### src/rtl/control_fsm.sv
// Multi-cycle control unit for an RV32I integer subset (OP-IMM, OP, LUI).
// Runs FETCH -> DECODE -> EXECUTE -> WRITEBACK per instruction and parks in TRAP on an illegal encoding.
module control_fsm #(
  parameter int unsigned XLEN  = 32,
  parameter int unsigned CNT_W = 32
) (
  input  logic              clk,
  input  logic              rst_n,
  input  logic              instr_valid,
  input  logic [31:0]       instr,
  output logic              instr_ready,
  output logic [4:0]        rf_raddr1,
  output logic [4:0]        rf_raddr2,
  output logic [4:0]        rf_waddr,
  output logic              rf_we,
  output logic [3:0]        alu_op,
  output logic              alu_src_imm,
  output logic [XLEN-1:0]   imm,
  output logic              pc_inc,
  output logic              illegal,
  output logic [CNT_W-1:0]  retired
);

  localparam logic [6:0] OPC_OP_IMM = 7'b0010011;
  localparam logic [6:0] OPC_OP     = 7'b0110011;
  localparam logic [6:0] OPC_LUI    = 7'b0110111;
  localparam logic [6:0] F7_BASE    = 7'b0000000;
  localparam logic [6:0] F7_ALT     = 7'b0100000;

  localparam logic [3:0] ALU_ADD   = 4'd0;
  localparam logic [3:0] ALU_SUB   = 4'd1;
  localparam logic [3:0] ALU_SLL   = 4'd2;
  localparam logic [3:0] ALU_SLT   = 4'd3;
  localparam logic [3:0] ALU_SLTU  = 4'd4;
  localparam logic [3:0] ALU_XOR   = 4'd5;
  localparam logic [3:0] ALU_SRL   = 4'd6;
  localparam logic [3:0] ALU_SRA   = 4'd7;
  localparam logic [3:0] ALU_OR    = 4'd8;
  localparam logic [3:0] ALU_AND   = 4'd9;
  localparam logic [3:0] ALU_PASSB = 4'd10;

  typedef enum logic [2:0] {
    S_FETCH,
    S_DECODE,
    S_EXECUTE,
    S_WRITEBACK,
    S_TRAP
  } state_e;

  state_e           state_q;
  logic [31:0]      ir_q;
  logic             ready_q;
  logic [4:0]       raddr1_q;
  logic [4:0]       raddr2_q;
  logic [4:0]       waddr_q;
  logic             we_q;
  logic [3:0]       op_q;
  logic             src_imm_q;
  logic [XLEN-1:0]  imm_q;
  logic             pc_inc_q;
  logic             illegal_q;
  logic [CNT_W-1:0] retired_q;

  logic [6:0]       opcode;
  logic [2:0]       funct3;
  logic [6:0]       funct7;
  logic             dec_legal;
  logic [3:0]       dec_op;
  logic             dec_src_imm;
  logic [XLEN-1:0]  dec_imm;

  assign opcode = ir_q[6:0];
  assign funct3 = ir_q[14:12];
  assign funct7 = ir_q[31:25];

  // Instruction decode of the held IR; only consumed while in DECODE.
  always_comb begin
    dec_legal   = 1'b0;
    dec_op      = ALU_ADD;
    dec_src_imm = 1'b0;
    dec_imm     = '0;
    case (opcode)
      OPC_OP_IMM: begin
        dec_src_imm = 1'b1;
        dec_imm     = {{(XLEN-12){ir_q[31]}}, ir_q[31:20]};
        case (funct3)
          3'b000: begin dec_legal = 1'b1; dec_op = ALU_ADD;  end
          3'b010: begin dec_legal = 1'b1; dec_op = ALU_SLT;  end
          3'b011: begin dec_legal = 1'b1; dec_op = ALU_SLTU; end
          3'b100: begin dec_legal = 1'b1; dec_op = ALU_XOR;  end
          3'b110: begin dec_legal = 1'b1; dec_op = ALU_OR;   end
          3'b111: begin dec_legal = 1'b1; dec_op = ALU_AND;  end
          3'b001: begin
            dec_legal = (funct7 == F7_BASE);
            dec_op    = ALU_SLL;
            dec_imm   = XLEN'(ir_q[24:20]);
          end
          default: begin
            dec_legal = (funct7 == F7_BASE) || (funct7 == F7_ALT);
            dec_op    = (funct7 == F7_ALT) ? ALU_SRA : ALU_SRL;
            dec_imm   = XLEN'(ir_q[24:20]);
          end
        endcase
      end
      OPC_OP: begin
        case (funct7)
          F7_BASE: begin
            dec_legal = 1'b1;
            case (funct3)
              3'b000:  dec_op = ALU_ADD;
              3'b001:  dec_op = ALU_SLL;
              3'b010:  dec_op = ALU_SLT;
              3'b011:  dec_op = ALU_SLTU;
              3'b100:  dec_op = ALU_XOR;
              3'b101:  dec_op = ALU_SRL;
              3'b110:  dec_op = ALU_OR;
              default: dec_op = ALU_AND;
            endcase
          end
          F7_ALT: begin
            if (funct3 == 3'b000) begin
              dec_legal = 1'b1;
              dec_op    = ALU_SUB;
            end else if (funct3 == 3'b101) begin
              dec_legal = 1'b1;
              dec_op    = ALU_SRA;
            end
          end
          default: dec_legal = 1'b0;
        endcase
      end
      OPC_LUI: begin
        dec_legal   = 1'b1;
        dec_op      = ALU_PASSB;
        dec_src_imm = 1'b1;
        dec_imm     = XLEN'($signed({ir_q[31:12], 12'b0}));
      end
      default: dec_legal = 1'b0;
    endcase
  end

  // Outputs are registered on entry to the state that owns them.
  always_ff @(posedge clk or negedge rst_n) begin
    if (!rst_n) begin
      state_q   <= S_FETCH;
      ir_q      <= '0;
      ready_q   <= 1'b1;
      raddr1_q  <= '0;
      raddr2_q  <= '0;
      waddr_q   <= '0;
      we_q      <= 1'b0;
      op_q      <= '0;
      src_imm_q <= 1'b0;
      imm_q     <= '0;
      pc_inc_q  <= 1'b0;
      illegal_q <= 1'b0;
      retired_q <= '0;
    end else begin
      we_q     <= 1'b0;
      pc_inc_q <= 1'b0;
      case (state_q)
        S_FETCH: begin
          if (instr_valid) begin
            ir_q    <= instr;
            ready_q <= 1'b0;
            state_q <= S_DECODE;
          end
        end
        S_DECODE: begin
          raddr1_q  <= ir_q[19:15];
          raddr2_q  <= ir_q[24:20];
          waddr_q   <= ir_q[11:7];
          op_q      <= dec_op;
          src_imm_q <= dec_src_imm;
          imm_q     <= dec_imm;
          if (dec_legal) begin
            state_q <= S_EXECUTE;
          end else begin
            illegal_q <= 1'b1;
            state_q   <= S_TRAP;
          end
        end
        S_EXECUTE: begin
          we_q      <= (ir_q[11:7] != 5'd0);
          pc_inc_q  <= 1'b1;
          retired_q <= retired_q + CNT_W'(1);
          state_q   <= S_WRITEBACK;
        end
        S_WRITEBACK: begin
          ready_q <= 1'b1;
          state_q <= S_FETCH;
        end
        S_TRAP: state_q <= S_TRAP;
        default: begin
          ready_q <= 1'b1;
          state_q <= S_FETCH;
        end
      endcase
    end
  end

  assign instr_ready = ready_q;
  assign rf_raddr1   = raddr1_q;
  assign rf_raddr2   = raddr2_q;
  assign rf_waddr    = waddr_q;
  assign rf_we       = we_q;
  assign alu_op      = op_q;
  assign alu_src_imm = src_imm_q;
  assign imm         = imm_q;
  assign pc_inc      = pc_inc_q;
  assign illegal     = illegal_q;
  assign retired     = retired_q;

endmodule

### config.mk
export PLATFORM = sky130hd
export DESIGN_NAME = control_fsm
export DESIGN_NICKNAME = d
export VERILOG_FILES = /design/src/rtl/control_fsm.sv
export SDC_FILE = /design/constraint.sdc
export NUM_CORES = 1
export LEC_CHECK = 0
export ABC_AREA = 1
export CAP_MARGIN = 5
export CORE_ASPECT_RATIO = 0.75
export CORE_MARGIN = 3
export CORE_UTILIZATION = 55
export CTS_CLUSTER_SIZE = 25
export DETAILED_ROUTE_END_ITERATION = 12
export PLACE_DENSITY = 0.86
export SYNTH_ARGS = -nofsm -noshare
export SYNTH_HDL_FRONTEND = slang
export SYNTH_SLANG_ARGS = --single-unit
### constraint.sdc
create_clock -name clk -period 2.3 [get_ports clk]
set_input_delay 0.23 -clock clk [delete_from_list [all_inputs] [get_ports clk]]
set_output_delay 0.23 -clock clk [all_outputs]
set_load 0.01 [all_outputs]
==> impl_metrics.py <==
metrics = {
    "synthesis": {
        "synth_top_family_by_area": "simple AND/OR/NAND/NOR gates",
        "synth_nets": 733,
        "yosys_most_used_dff": "dfrtp_1",
        "avgSynthCellArea_um2": 8.067,
        "syn_area_um2": 5623,
        "yosys.area.top_type_share_pct": 54.29,
        "ys_seq_area_share_pct": 54.76,
        "synth_enable_flop_cells": 0,
        "synth_most_common_cell": "nand2_1",
        "synth-seq-cells": 123,
        "synth-compound-area-share_pct": 6.142,
        "synthMuxAreaShare_pct": 0,
        "synth_top_cells_by_count": "292 x nand2_1, 122 x dfrtp_1, 55 x inv_1, 55 x nor2_1, 35 x nand3_1",
        "ys_top_cells_by_area": "dfrtp_1 54%, nand2_1 19%, inv_1 3.7%, nor2_1 3.7%, nand3_1 3.1%",
        "ys_warn_count": 0,
        "synth_top_cell_by_area": "dfrtp_1",
        "async_flop_share_pct": 100.0,
        "synthSimpleGateAreaFrac_pct": 30.51,
        "synth_xor_area_share_pct": 2.804,
        "synthCells": 697,
        "synth_cell_types": 27,
        "synthAdderAreaFrac_pct": 0.2225,
    },
    "clocking": {
        "cts_root_buf": "clkbuf_16",
        "cts.clk_slew.worst_paths_ns": 0.06,
        "cts_buffers": 17,
        "cts_tree": "built",
        "postCtsSetupRepairBufs": 0,
        "clock_path_buffers": 2,
        "cts-htree-levels": 4,
        "clock-sinks": 123,
        "clk_latency_ns": 0.41,
    },
    "setup_path": {
        "r2r_end": "retired[27]",
        "timing.rr.start": "state_q[2]",
        "cp-start-kind": "register",
        "cp_cell_sequence": "nor2_1, nand2_2, inv_2, nand4_4, nor2_4, nand3_1, nand2_1, nand2_1",
        "required_ns": 2.60,
        "crit_end": "retired[27]",
        "critPathMaxStageDelay_ns": 0.44,
        "cp_slowest_cell": "dfrtp_1",
        "cpMostUsedCell": "nand2_1",
        "criticalPathCategory": "reg -> reg",
        "rrSetupSlack_ns": 0.29,
        "worst-path-max-fanout": 17,
        "cp-startpoint": "state_q[2]",
        "reg2reg_depth": 8,
        "endpoint_kind": "register",
        "arrival_ns": 2.31,
    },
    "power_and_ir_drop": {
        "ir_drop_mv": 0.7463,
        "comb_power_share_pct": 26.3,
        "powerDensity_nw_per_um2": 1026,
        "pwr-share-seq_pct": 39.0,
        "p_sw_share_pct": 33.74,
        "leakage_nw": 3.615,
        "p_clk_share_pct": 34.7,
        "p_int_mw": 5.187,
        "switchingPower_mw": 2.641,
    },
    "cells_and_area": {
        "stdcell_count": 972,
        "multiInputGateArea_um2": 2236,
        "area_growth_syn_to_layout_pct": 35.67,
        "num-nets-final": 863,
        "final_util_pct": 77.74,
        "seq_area_um2": 3079,
        "drive_gt1_share_pct": 6.786,
        "fin_area_um2": 7629,
        "num_antenna_cells": 0,
        "nFillCells": 662,
    },
    "global_routing": {
        "gr-total-overflow": 0,
        "grt_max_degree": 57,
        "antenna_found_initial": 0,
        "groute.usage.overall_pct": 29.34,
        "grt_pass1_vias": 5327,
        "grt_pass1_wl_um": 26040,
    },
    "sta": {
        "fmax_mhz": 497.8,
        "skew_ns": 0.007775,
        "setup_viol": 0,
        "tightest_slew_ns": 0.9246,
        "slew_headroom_pct": 38.27,
        "final_hold_viol_count": 0,
        "period_needed_ns": 2.009,
        "rsz0062_at_grt": "false",
        "fin_crit_sh_pct": 87.34,
        "finalMaxSlewViolations": 0,
        "setup_tns_ns": 0,
    },
    "run": {
        "drv_cap": 0,
    },
    "floorplan": {
        "die_h_um": 93.57,
        "rows": 31,
        "num_io_pins": 123,
        "fp.coreArea_um2": 9813,
        "start_util_pct": 57.30,
        "die_w_um": 122.8,
        "dieArea_um2": 11490,
    },
    "placement": {
        "place_hpwl_um": 10980,
        "gp_congestion": 0.9214,
        "dp.cells": 939,
        "dpl_cell_area_um2": 7014,
        "portBuffers": 122,
    },
    "routing": {
        "drt_pass1_iterations": 5,
        "wire_per_inst_um": 16.53,
        "antenna_left": 0,
        "num_vias": 5302,
        "wl_um": 16070,
        "viasPerCell": 5.455,
        "drc_errors": 0,
        "drtIter0Drc": 391,
    },
    "run_status": {
        "status": "finished clean",
    },
    "min_path": {
        "hp-class": "in -> async",
    },
}
[flip-flops by register name, indices dropped and copies added, names as in the netlist]
name / count
rf_raddr1: 5
pc_inc: 1
state_q: 3
illegal: 1
rf_raddr2: 5
retired: 32
imm: 32
rf_waddr: 5
alu_op: 4
rf_we: 1
alu_src_imm: 1
ir_q: 32
instr_ready: 1
[worst min-delay path by stage]
stage                        endpoint  depth (start not counted)
after floorplan             alu_op[0]                          0
after global routing      retired[13]                          2
after CTS                  retired[8]                          2
final                     retired[16]                          2
after global placement    retired[13]                          1
after detailed placement  retired[12]                          1
[metal layers]
metal	vias to the layer above	global-route usage (%)	share of wire [%]
met2	283	46.38	47
met4	0	7.922	1.2
li1	2454	-	-
met1	2540	39.03	42
met5	-	0	0
met3	25	9.674	10
[critical path, delay by kind of cell, from the launching register on]
kind | cells | cell delay [ns]
and+or+nand+nor | 7 | 1.11
DFF | 1 | 0.44
buffers and inverters | 1 | 0.34
[cells by family after synthesis]
| kind of cell | after synthesis |
|---|---|
| AOI/OAI and AO/OA | 63 |
| xor gates and xnor gates | 18 |
| adders and majority gates | 1 |
| buffers and inverters | 78 |
| DFF | 123 |
| and+or+nand+nor | 414 |
[through the flow]
step	power, mW	hold WS [ns]	setup slack, ns
after global placement	4.932	0.2104	0.5272
after detailed placement	5.065	0.2171	0.3509
final	7.828	0.3255	0.2911
after floorplan	4.146	-0.06559	0.7885
after CTS	7.824	0.3294	0.3266
after global routing	8.220	0.3607	0.1397
[placed cells by master, fill, tap and decap left out, types with 4 or more instances in the layout]
master,synthesis,final
inv_1,55,55
nor3_1,6,6
buf_4,2,6
xnor2_1,7,7
dfrtp_1,122,122
clkinvlp_4,0,5
nor2_2,6,5
o211ai_1,11,11
nand3_1,35,35
a21oi_1,13,13
clkbuf_16,0,17
nand2_1,292,292
nor2_1,55,55
clkdlybuf4s50_1,0,121
nand4_1,7,7
xor2_1,11,11
o21ai_1,4,4
nand3b_1,7,7
o21ai_0,34,34
[layout make-up]
cell class                 count  share of cell area (%)
sequential                   123                   40.36
tap                          132                   2.165
inverter                      58                   2.854
clock inverter                12                   1.804
multi-input combinational    496                   29.31
clock buffer                  20                   6.118
timing repair buffer         131                   17.39
[power by group through the flow]
stage / clock, mW / combinational, mW / sequential, mW
floorplan: 0 / 1.09 / 3.06
global placement: 0 / 1.91 / 3.02
detailed placement: 0 / 2.00 / 3.06
CTS: 2.72 / 2.06 / 3.04
global route: 2.83 / 2.28 / 3.11
finish: 2.71 / 2.06 / 3.05
[what timing repair did]
item,CTS,global route
hold buffers,1,0
endpoints found under the hold margin,31,0
resized for setup,0,0
No activity file was read; power rests on OpenSTA's default activity.
